===== src/rtl/core_ctrl_pkg.sv =====
// Shared encodings for the RV32I multicycle controller.
//   - state_e       : controller state, 4-bit encoding
//   - OP_*          : major opcodes (instr[6:0]) the controller understands
//   - FUNCT3_*      : branch funct3 values handled by BRANCH
//   - ALU_OP_*      : 2-bit code handed to the ALU decoder
//   - SRC_A_* / SRC_B_* / RES_* / IMM_* : datapath select encodings
package core_ctrl_pkg;

    typedef enum logic [3:0] {
        ST_FETCH    = 4'd0,
        ST_DECODE   = 4'd1,
        ST_MEMADR   = 4'd2,
        ST_MEMREAD  = 4'd3,
        ST_MEMWB    = 4'd4,
        ST_MEMWRITE = 4'd5,
        ST_EXECR    = 4'd6,
        ST_EXECI    = 4'd7,
        ST_ALUWB    = 4'd8,
        ST_BRANCH   = 4'd9,
        ST_JAL      = 4'd10,
        ST_TRAP     = 4'd11
    } state_e;

    localparam logic [6:0] OP_LOAD   = 7'b0000011;
    localparam logic [6:0] OP_STORE  = 7'b0100011;
    localparam logic [6:0] OP_RTYPE  = 7'b0110011;
    localparam logic [6:0] OP_ITYPE  = 7'b0010011;
    localparam logic [6:0] OP_BRANCH = 7'b1100011;
    localparam logic [6:0] OP_JAL    = 7'b1101111;

    localparam logic [2:0] FUNCT3_BEQ = 3'b000;
    localparam logic [2:0] FUNCT3_BNE = 3'b001;

    localparam logic [1:0] ALU_OP_ADD   = 2'b00;
    localparam logic [1:0] ALU_OP_SUB   = 2'b01;
    localparam logic [1:0] ALU_OP_FUNCT = 2'b10;

    localparam logic [1:0] SRC_A_PC     = 2'b00;
    localparam logic [1:0] SRC_A_OLD_PC = 2'b01;
    localparam logic [1:0] SRC_A_RS1    = 2'b10;

    localparam logic [1:0] SRC_B_RS2  = 2'b00;
    localparam logic [1:0] SRC_B_IMM  = 2'b01;
    localparam logic [1:0] SRC_B_FOUR = 2'b10;

    localparam logic [1:0] RES_ALU_OUT   = 2'b00;
    localparam logic [1:0] RES_READ_DATA = 2'b01;
    localparam logic [1:0] RES_ALU_LIVE  = 2'b10;

    localparam logic [1:0] IMM_I = 2'b00;
    localparam logic [1:0] IMM_S = 2'b01;
    localparam logic [1:0] IMM_B = 2'b10;
    localparam logic [1:0] IMM_J = 2'b11;

endpackage


===== src/rtl/imm_src_decoder.sv =====
// Immediate-format select, a pure function of the opcode.
//   opcode  : instr[6:0]
//   imm_src : 00 = I (also loads), 01 = S, 10 = B, 11 = J; unknown opcodes give I
module imm_src_decoder
    import core_ctrl_pkg::*;
(
    input  logic [6:0] opcode,
    output logic [1:0] imm_src
);

    always_comb begin
        imm_src = IMM_I;
        case (opcode)
            OP_STORE:  imm_src = IMM_S;
            OP_BRANCH: imm_src = IMM_B;
            OP_JAL:    imm_src = IMM_J;
            default:   imm_src = IMM_I;
        endcase
    end

endmodule


===== src/rtl/main_control_fsm.sv =====
// Multicycle main controller: sequences each instruction through fetch,
// decode, execute, memory and writeback, driving datapath selects and
// write enables. Stalls on mem_ready; traps permanently on bad opcodes.
//   clk, reset        : clock, synchronous active-high reset
//   opcode, funct3    : instruction fields; zero: ALU zero flag
//   mem_ready         : memory finishes the current access this cycle
//   pc_write, ir_write, mem_write, reg_write : write enables
//   adr_src, alu_src_a, alu_src_b, result_src, alu_op, imm_src : selects
//   instr_done        : one-cycle retire pulse
//   illegal           : trap flag, held until reset
module main_control_fsm
    import core_ctrl_pkg::*;
(
    input  logic       clk,
    input  logic       reset,
    input  logic [6:0] opcode,
    input  logic [2:0] funct3,
    input  logic       zero,
    input  logic       mem_ready,
    output logic       pc_write,
    output logic       ir_write,
    output logic       mem_write,
    output logic       reg_write,
    output logic       adr_src,
    output logic [1:0] alu_src_a,
    output logic [1:0] alu_src_b,
    output logic [1:0] result_src,
    output logic [1:0] alu_op,
    output logic [1:0] imm_src,
    output logic       instr_done,
    output logic       illegal
);

    state_e state_reg;
    state_e state_next;

    imm_src_decoder u_imm_src_decoder (
        .opcode  (opcode),
        .imm_src (imm_src)
    );

    always_ff @(posedge clk) begin
        if (reset) begin
            state_reg <= ST_FETCH;
        end else begin
            state_reg <= state_next;
        end
    end

    always_comb begin
        state_next = state_reg;
        unique case (state_reg)
            ST_FETCH:    if (mem_ready) state_next = ST_DECODE;
            ST_DECODE: begin
                case (opcode)
                    OP_LOAD, OP_STORE: state_next = ST_MEMADR;
                    OP_RTYPE:          state_next = ST_EXECR;
                    OP_ITYPE:          state_next = ST_EXECI;
                    OP_BRANCH:         state_next = ST_BRANCH;
                    OP_JAL:            state_next = ST_JAL;
                    default:           state_next = ST_TRAP;
                endcase
            end
            ST_MEMADR:   state_next = (opcode == OP_LOAD) ? ST_MEMREAD : ST_MEMWRITE;
            ST_MEMREAD:  if (mem_ready) state_next = ST_MEMWB;
            ST_MEMWB:    state_next = ST_FETCH;
            ST_MEMWRITE: if (mem_ready) state_next = ST_FETCH;
            ST_EXECR:    state_next = ST_ALUWB;
            ST_EXECI:    state_next = ST_ALUWB;
            ST_ALUWB:    state_next = ST_FETCH;
            ST_BRANCH: begin
                if (funct3 == FUNCT3_BEQ || funct3 == FUNCT3_BNE) begin
                    state_next = ST_FETCH;
                end else begin
                    state_next = ST_TRAP;
                end
            end
            // JAL loads the target computed in DECODE, then ALUWB writes
            // the PC+4 that the ALU produces this cycle into rd.
            ST_JAL:      state_next = ST_ALUWB;
            ST_TRAP:     state_next = ST_TRAP;
            default:     state_next = ST_TRAP;
        endcase
    end

    always_comb begin
        pc_write   = 1'b0;
        ir_write   = 1'b0;
        mem_write  = 1'b0;
        reg_write  = 1'b0;
        adr_src    = 1'b0;
        alu_src_a  = SRC_A_PC;
        alu_src_b  = SRC_B_RS2;
        result_src = RES_ALU_OUT;
        alu_op     = ALU_OP_ADD;
        illegal    = 1'b0;
        unique case (state_reg)
            ST_FETCH: begin
                alu_src_b  = SRC_B_FOUR;
                result_src = RES_ALU_LIVE;
                ir_write   = mem_ready;
                pc_write   = mem_ready;
            end
            ST_DECODE: begin
                alu_src_a = SRC_A_OLD_PC;
                alu_src_b = SRC_B_IMM;
            end
            ST_MEMADR: begin
                alu_src_a = SRC_A_RS1;
                alu_src_b = SRC_B_IMM;
            end
            ST_MEMREAD:  adr_src = 1'b1;
            ST_MEMWB: begin
                result_src = RES_READ_DATA;
                reg_write  = 1'b1;
            end
            ST_MEMWRITE: begin
                adr_src   = 1'b1;
                mem_write = 1'b1;
            end
            ST_EXECR: begin
                alu_src_a = SRC_A_RS1;
                alu_src_b = SRC_B_RS2;
                alu_op    = ALU_OP_FUNCT;
            end
            ST_EXECI: begin
                alu_src_a = SRC_A_RS1;
                alu_src_b = SRC_B_IMM;
                alu_op    = ALU_OP_FUNCT;
            end
            ST_ALUWB:    reg_write = 1'b1;
            ST_BRANCH: begin
                alu_src_a = SRC_A_RS1;
                alu_src_b = SRC_B_RS2;
                alu_op    = ALU_OP_SUB;
                case (funct3)
                    FUNCT3_BEQ: pc_write = zero;
                    FUNCT3_BNE: pc_write = !zero;
                    default:    pc_write = 1'b0;
                endcase
            end
            ST_JAL: begin
                alu_src_a = SRC_A_OLD_PC;
                alu_src_b = SRC_B_FOUR;
                pc_write  = 1'b1;
            end
            ST_TRAP:     illegal = 1'b1;
            default:     illegal = 1'b1;
        endcase

        instr_done = (state_reg != ST_FETCH) && (state_next == ST_FETCH);

        // Reset kills every side effect in the same cycle so an aborted
        // instruction cannot write anything at the reset edge.
        if (reset) begin
            pc_write   = 1'b0;
            ir_write   = 1'b0;
            mem_write  = 1'b0;
            reg_write  = 1'b0;
            instr_done = 1'b0;
            illegal    = 1'b0;
        end
    end

endmodule


===== config.mk =====
export PLATFORM = sky130hd
export DESIGN_NAME = main_control_fsm
export DESIGN_NICKNAME = d
export VERILOG_FILES = /design/src/rtl/core_ctrl_pkg.sv /design/src/rtl/imm_src_decoder.sv /design/src/rtl/main_control_fsm.sv
export SDC_FILE = /design/constraint.sdc
export NUM_CORES = 1
export LEC_CHECK = 0
export CAP_MARGIN = 20
export CORE_AREA = 2 2 39 41
export DETAILED_ROUTE_END_ITERATION = 10
export DIE_AREA = 0 0 41 43
export DONT_BUFFER_PORTS = 1
export HOLD_SLACK_MARGIN = 0.15
export MAX_ROUTING_LAYER = met4
export PLACE_DENSITY = 0.59
export SYNTH_ARGS = -nofsm -noshare
export SYNTH_HDL_FRONTEND = slang
export SYNTH_SLANG_ARGS = --single-unit
export TNS_END_PERCENT = 10

===== constraint.sdc =====
create_clock -name clk -period 5 [get_ports clk]
set_input_delay 0.5 -clock clk [delete_from_list [all_inputs] [get_ports clk]]
set_output_delay 0.5 -clock clk [all_outputs]
set_load 0.02 [all_outputs]

; Word-level counts from Yosys, hierarchy flattened
; Cells that the tools add are included.
[totals]
input_bits = 14
regBits = 4
[classes]
n_eq_ne = 17
n_reduce_logical = 17
muxes = 25
[ops]
columns = operator, n
row1 = $pmux W4 S8, 1
row2 = $pmux W4 S5, 1
row3 = $eq A4 B3 Y1 const B, 4
row4 = $mux W4, 4
row5 = $pmux W2 S2, 4
row6 = $eq A7 B6 Y1 const B, 2
row7 = $eq A7 B7 Y1 const B, 2
row8 = $eq A4 B4 Y1 const B, 3
row9 = $reduce_or A2 Y1, 6
row10 = $mux W1, 11
row11 = $reduce_or A11 Y1, 1
row12 = $eq A4 B2 Y1 const B, 2
row13 = $logic_not A4 Y1, 2
row14 = $eq A7 B2 Y1 const B, 1
row15 = $eq A7 B5 Y1 const B, 1
row16 = $pmux W2 S3, 1
row17 = $reduce_or A3 Y1, 2
row18 = $eq A4 B1 Y1 const B, 1
row19 = $reduce_bool A4 Y1, 1
row20 = $reduce_or A4 Y1, 1
row21 = $eq A3 B1 Y1 const B, 1
row22 = $logic_not A3 Y1, 1
row23 = $mux W3, 1
row24 = $pmux W1 S3, 1
row25 = 4 further kinds, 4

; Depth between registers and ports, before layout
; Gate-level depths: netlist of the first run.
[depth]
depth_word = 7
depth_mapped = 6

; Modules after synthesis
; Synthesis of the first run repeated with hierarchy kept, for this count alone.
[unflattened]
cells_unflattened = 97
area_unflattened_um2 = 690.7
[by_module_without_submodules]
columns = module, area_per_inst_um2, cells_each, instances, seq_area_each_um2
row1 = main_control_fsm, 646.9, 91, 1, 80.1
row2 = imm_src_decoder, 43.8, 6, 1, 0.0

; Least setup slack after synthesis of the first run
; Ideal clock, no wire load.
[synth_path]
kind = register -> output
start = register state_reg[1]
end = output port ir_write
arrival_ns = 1.944
required_time_ns = 4.500
path_stages_with_launch = 4
setup_slack_ns = 2.556
cell_sequence = dfxtp_1 buf_2 nor4_1 nor3b_1
[synth_between]
elab_chain_cells = 3
[synth_rtl]
columns = item, line_no
row1 = from (decl), main_control_fsm.sv:34  ; state_e state_reg;
row2 = from (signal assigned), main_control_fsm.sv:46  ; state_reg <= state_next;
row3 = $logic_not A4 Y1, main_control_fsm.sv:97  ; unique case (state_reg)
row4 = $mux W1, main_control_fsm.sv:97
row5 = $mux W1, main_control_fsm.sv:155  ; if (reset) begin
row6 = to (decl), main_control_fsm.sv:21  ; output logic ir_write,
; No other way between the ends.

; Worst setup path in the final report of the first run
[layout_path]
start = register state_reg[0]
end = output port pc_write
[layout_between]
elab_chain_cells = 3
word_cells_on_any_way = 5
cone_classes = 2 x eq/ne / 2 x mux / 1 x reduce/logical
[layout_rtl]
columns = item, line_no
row1 = $eq A4 B4 Y1 / $logic_not A4 Y1 (equally long branches), main_control_fsm.sv:97
row2 = $pmux W1 S3 *, main_control_fsm.sv:97
row3 = $mux W1 *, main_control_fsm.sv:155
row4 = to (decl), main_control_fsm.sv:20  ; output logic pc_write,
; Mark *: on every way between the ends. The rest lies on a longest branch, timed or not.

==> impl_metrics.json, run 1 <==
{
  "postCtsHoldBufs": 0,
  "slowest_delay_ns": 0.67,
  "drv_cap": 0,
  "nNetsFinal": 107,
  "syn_nets": 109,
  "cp-start-kind": "flop",
  "gr-total-overflow": 0,
  "core_area_mm2": 0.00138,
  "cp_max_fo": 18,
  "fmaxAchievable_ghz": 0.376,
  "r2r_start": "state_reg[0]$_SDFF_PP0_",
  "post_cts_resized": 0,
  "finalSetupViolCount": 0,
  "grt_max_degree": 21,
  "slowest_stage": "dfxtp_1",
  "grt_pass1_vias": 557,
  "io_buffers": 0,
  "setup_tns_ns": 0,
  "synth-async-reset-ratio_pct": 0,
  "fillers": 148,
  "row_count": 14,
  "post-route-util_pct": 46.8,
  "cts_setup_buffers": 0,
  "wl_per_cell_um": 14.3,
  "synth_edf_count": 0,
  "worst-r2r-setup-slack_ns": 3.23,
  "ys.warnings.count": 0,
  "ctsHtreeMaxLevel": 1,
  "crit_family": "compound AO/OA/AOI/OAI gates",
  "crit_start": "state_reg[0]$_SDFF_PP0_",
  "multi_input_area_um2": 505,
  "numCtsBuffers": 3,
  "cp_data_required_time_ns": 4.50,
  "netlist_instances": 95,
  "p_leak_nw": 0.214,
  "ys_seq_elements": 4,
  "finalHoldViolCount": 0,
  "rsz0062_at_grt": "no",
  "ant_nets": 0,
  "wirelength_mm": 1.53,
  "root_buffer": "clkbuf_4",
  "finalCriticalPeriod_ns": 2.66,
  "grt_pass1_wl_mm": 2.25,
  "syn_area_um2": 643,
  "synth-main-ff-cell": "dfxtp_1",
  "critPathCapture": "pc_write",
  "ios": 31,
  "worstPathCellList": "nand2b_1, nor4_1, o21ai_0, a211oi_1",
  "post-route-period-util_pct": 53.1,
  "worst_r2r_path_depth": 4,
  "max-slew-margin-rel_pct": 41.2,
  "syn_avg_cell_area_um2": 6.77,
  "regArea_um2": 80.1,
  "status": "completed",
  "clk_pin_slew_ns": 0.04,
  "crit_arrival_ns": 2.16,
  "cp.depth": 4,
  "ir_drop_mv": 0.189,
  "fin_skew_ns": 0.000256,
  "cts_tree": "done",
  "worst_pin_slew_ns": 0.874,
  "largest_reg_flops": 4,
  "vias": 676,
  "die_w_um": 41,
  "end_kind": "output port",
  "mostFrequentLayoutCell": "nor2_1",
  "drive_above_1_share_pct": 11.0,
  "grt_usage_pct": 18.8,
  "layout_common_cells": "15 x nor2_1, 10 x a21oi_1, 6 x nor4_1",
  "maxSlewViolCount": 0,
  "die_area_mm2": 0.00176,
  "area_growth_pct": 0.778,
  "clk_path_buf_depth": 2,
  "drcViolationCount": 0,
  "hp-class": "in2reg",
  "critPathKind": "reg2out",
  "diodes": 0,
  "place_hpwl_mm": 1.15,
  "start_util_pct": 46.5,
  "clock_latency_ns": 0.24,
  "power_density_mw_per_mm2": 456,
  "vias_per_cell": 6.32,
  "worstReg2RegEnd": "state_reg[0]$_SDFF_PP0_",
  "drtIter0Drc": 1,
  "die_h_um": 43,
  "cp.buffers_inverters": 0,
  "antenna_found_initial": 0,
  "gp_congestion": 0.683,
  "first_pass_iters": 3,
  "yosysSeqAreaShare_pct": 12.5,
  "cts_num_sinks": 4,
  "synth_cell_type_count": 36
}
metal layers:
layer / vias up / track usage [%] / wire length, µm / part of all wire [%]
met3: 0 / 6.81 / 96 / 6.3
li1: 345 / - / - / -
met5: - / - / 0 / 0
met2: 19 / 30.0 / 753 / 49
met4: 0 / 6.00 / 0 / 0
met1: 312 / 20.8 / 675 / 44
synth_stat cells (3+ instances only):
cell	count	area, µm²
nor3b_1	3	22.5
buf_2	4	20.0
nand3b_1	3	22.5
nor3_1	4	20.0
nor4_1	6	37.5
a21oi_1	10	50.1
nand2_1	3	11.3
inv_1	3	11.3
nor2_1	15	56.3
dfxtp_1	4	80.1
o21ai_0	4	20.0
nand2b_1	4	25.0
xnor2_1	3	26.3
report_power, final:
part	switching, mW	internal (mW)	total [mW]	leakage, nW
clock	0.0152	0.0270	0.0421	0.0138
combinational	0.106	0.0654	0.171	0.167
sequential	0.0409	0.0410	0.0819	0.0329
total	0.162	0.133	0.295	0.214
per-stage QoR:
stage	area (µm²)	hold WS, ns	cells	setup slack (ns)	power, mW
after floorplan	643	0.662	95	2.56	0.234
after global placement	617	0.575	102	2.29	0.245
final	648	0.327	107	2.34	0.295
after CTS	648	0.322	107	2.34	0.297
after detailed placement	626	0.573	104	2.60	0.254
after global routing	648	0.314	107	2.17	0.319
logic make-up (layout without fill, tap and decap cells):
kind of cell	Yosys count	after routing	synth area share (%)
AND/OR/NAND/NOR	53	53	52.9
AO/OA/AOI/OAI	22	22	20.2
flip-flops	4	4	12.5
XOR/XNOR	4	4	5.45
buffers and inverters	12	8	8.95
worst min path at each step:
stage          slack, ns  depth (start not counted)                 endpoint       from
2_1_floorplan       0.66                          2  state_reg[2]$_SDFF_PP0_  opcode[4]
3_3_place_gp        0.57                          1  state_reg[0]$_SDFF_PP0_      reset
3_5_place_dp        0.57                          1  state_reg[0]$_SDFF_PP0_      reset
4_1_cts             0.32                          1  state_reg[0]$_SDFF_PP0_      reset
5_1_grt             0.31                          1  state_reg[0]$_SDFF_PP0_      reset
6_report            0.33                          1  state_reg[0]$_SDFF_PP0_      reset
area by class of cell:
type	count	area share, %
Clock buffer	3	3.47
Sequential cell	4	12.4
Tap cell	16	3.09
Multi-Input combinational cell	79	78.0
Timing Repair Buffer	2	1.35
Inverter	3	1.74
No activity file was read; power rests on OpenSTA's default activity.
==> run 2: changes to the inputs <==
ABC_AREA = 1   (was unset)
PLACE_DENSITY = 0.56   (was 0.59)
clock period = 2.7 ns   (was 5 ns; I/O delays follow)
==> run 2 against run 1 <==
Compared with the run above: critical path depth increased by 4; first-iteration DRC count increased to 12 times the previous value; register-to-register slack got worse by 1.8 ns; flip-flop and latch count unchanged; final cell count increased by 21%; worst setup slack got worse by 1.5 ns; clock skew increased by 0.0013 ns; cell area unchanged; via count decreased by 5.8%; routed wire length decreased by 12%; highest routed layer is now met4.
==> impl_metrics.json, run 2 <==
{
  "synth_area_leaders": "nand2_1 20%, dfxtp_1 13%, nor2_1 11%, inv_1 8.1%, nand3_1 5.8%",
  "place_hpwl_mm": 1.20,
  "post-route-period-util_pct": 68.0,
  "vias": 637,
  "syn_nets": 125,
  "gp_congestion": 0.800,
  "power_switching_mw": 0.332,
  "finalCriticalPeriod_ns": 1.84,
  "synth-async-reset-ratio_pct": 0,
  "wl_met1_um": 621,
  "route.met3.wl_um": 78,
  "drv_cap": 0,
  "power.total_mw": 0.561,
  "start_util_pct": 43.3,
  "p_int_mw": 0.229,
  "core_area_mm2": 0.00138,
  "synth-main-ff-cell": "dfxtp_1",
  "cp-start-kind": "flop",
  "yosysSeqAreaShare_pct": 13.4,
  "gr-total-overflow": 0,
  "die_area_mm2": 0.00176,
  "dp_cells": 126,
  "synth_edf_count": 0,
  "top_layer": "met4",
  "fillers": 158,
  "cts_setup_buffers": 0,
  "clock_latency_ns": 0.23,
  "critPathKind": "reg2out",
  "ir_drop_mv": 0.354,
  "drtIter0Drc": 12,
  "post_cts_resized": 0,
  "yosys.cell_count.top_type": "nand2_1",
  "finalHoldViolCount": 0,
  "clkPwrFrac_pct": 12.8,
  "clk_path_buf_depth": 2,
  "numCtsBuffers": 3,
  "fmaxAchievable_ghz": 0.545,
  "row_count": 14,
  "setup_tns_ns": 0,
  "ctsHtreeMaxLevel": 1,
  "slowest_stage": "dfxtp_1",
  "root_buffer": "clkbuf_4",
  "io_buffers": 0,
  "status": "completed",
  "pwr-share-comb_pct": 68.3,
  "power_density_mw_per_mm2": 865,
  "cp_max_fo": 5,
  "first_pass_iters": 4,
  "max-slew-margin-rel_pct": 54.3,
  "die_h_um": 43,
  "cpMostUsedCell": "nor2_2",
  "maxSlewViolCount": 0,
  "antenna_found_initial": 0,
  "grt_pass1_vias": 572,
  "netlist_instances": 111,
  "ys_seq_elements": 4,
  "drcViolationCount": 0,
  "hp-class": "in2reg",
  "drive_above_1_share_pct": 26.3,
  "synth_commonest_cells": "32 x nand2_1, 18 x nor2_1, 13 x inv_1",
  "worst_pin_slew_ns": 0.681,
  "p_sw_share_pct": 59.2,
  "wirelength_mm": 1.34,
  "syn_area_um2": 599,
  "cp_data_required_time_ns": 2.43,
  "syn_avg_cell_area_um2": 5.40,
  "vias_per_cell": 4.90,
  "clk_pin_slew_ns": 0.03,
  "mostFrequentLayoutCell": "nand2_1",
  "synth_cell_type_count": 22,
  "wl_per_cell_um": 10.3,
  "final_cells": 130,
  "ios": 31,
  "finalSetupViolCount": 0,
  "grt_pass1_wl_mm": 2.14,
  "slowest_delay_ns": 0.44,
  "p_seq_share_pct": 18.9,
  "worstPathCellList": "inv_2, nand2_2, nor2_2, nor2_2, nand2_1, nor3_2, nand2_1, nor2_2",
  "crit_arrival_ns": 1.57,
  "nNetsFinal": 130,
  "layout_common_cells": "32 x nand2_1, 18 x nor2_1, 13 x inv_1",
  "largest_reg_flops": 4,
  "fin_ws_ns": 0.865,
  "p_leak_nw": 0.360,
  "grt_usage_pct": 17.8,
  "ant_nets": 0,
  "routed-wl-met2_um": 630,
  "end_kind": "output port",
  "yosys.area.top_type": "nand2_1",
  "fin_skew_ns": 0.00159,
  "area_growth_pct": 8.14,
  "diodes": 0,
  "cts_num_sinks": 4,
  "grt_max_degree": 8,
  "die_w_um": 41,
  "cts_tree": "done",
  "rsz0062_at_grt": "no",
  "dpl_worst_slack_ns": 1.09,
  "ys.warnings.count": 0,
  "synth_top_area_share_pct": 20.0
}
-- run 2: cell types whose count changed in the layout (fill, tap and decap cells not counted), sizes merged, moves of 4 or more --
cell / change
nand3: +6
nor2: +10
nor4: -6
a21oi: -9
nand2b: -4
nand2: +36
inv: +18
-- run 2: per-stage QoR --
step,hold WS (ns),utilization [%],instance area [µm²]
final,0.202,46.8,648
after global routing,0.208,46.8,648
after CTS,0.203,46.8,648
after detailed placement,0.346,44.5,616
after global placement,0.347,44.5,616
after floorplan,0.565,-,599
-- run 2: area by class of cell --
class,instances,area [µm²],area share [%]
clock buffer,3,22.5,3.47
inverter,21,81.3,12.5
multi-input combinational,85,434,67.0
sequential,4,80.1,12.4
tap,16,20.0,3.09
timing repair buffer,1,10.0,1.54
-- run 2: critical path, delay by kind of cell (launching register included) --
family	cells	cell delay (ns)
flip-flops	1	0.44
AND/OR/NAND/NOR	7	0.83
buffers and inverters	1	0.05
-- run 2: cells by family after synthesis --
logic type | count (synthesis) | synth area share (%)
AOI/OAI and AO/OA | 8 | 8.56
buffers and inverters | 22 | 14.2
and+or+nand+nor | 77 | 63.9
DFF | 4 | 13.4
-- run 2: what timing repair did --
item | in CTS | in global routing
hold endpoints to repair | 3 | 0
endpoints found under the setup margin | 0 | 0
hold buffers | 1 | 0
-- run 2: path summary, 6_finish.rpt --
check                           cells past startpoint  slack [ns]                       to               startpoint
worst max register to register                      7        1.40  state_reg[0]$_SDFF_PP0_  state_reg[3]$_SDFF_PP0_
worst max-delay path                                8        0.86               instr_done  state_reg[3]$_SDFF_PP0_
worst min-delay path                                3        0.20  state_reg[0]$_SDFF_PP0_                    reset
worst min register to register                      4        0.74  state_reg[3]$_SDFF_PP0_  state_reg[0]$_SDFF_PP0_
-- run 2: power by group through the flow --
| stage | clock, mW | combinational (mW) | sequential (mW) |
|---|---|---|---|
| floorplan | 0 | 0.340 | 0.104 |
| global placement | 0 | 0.386 | 0.107 |
| detailed placement | 0 | 0.386 | 0.107 |
| CTS | 0.0728 | 0.389 | 0.106 |
| global route | 0.0805 | 0.428 | 0.109 |
| finish | 0.0715 | 0.383 | 0.106 |
-- run 2: layer usage --
metal	GRT usage, %	vias up
met5	-	-
met4	6.00	0
met3	2.09	2
met2	28.7	20
met1	21.9	270
li1	-	345
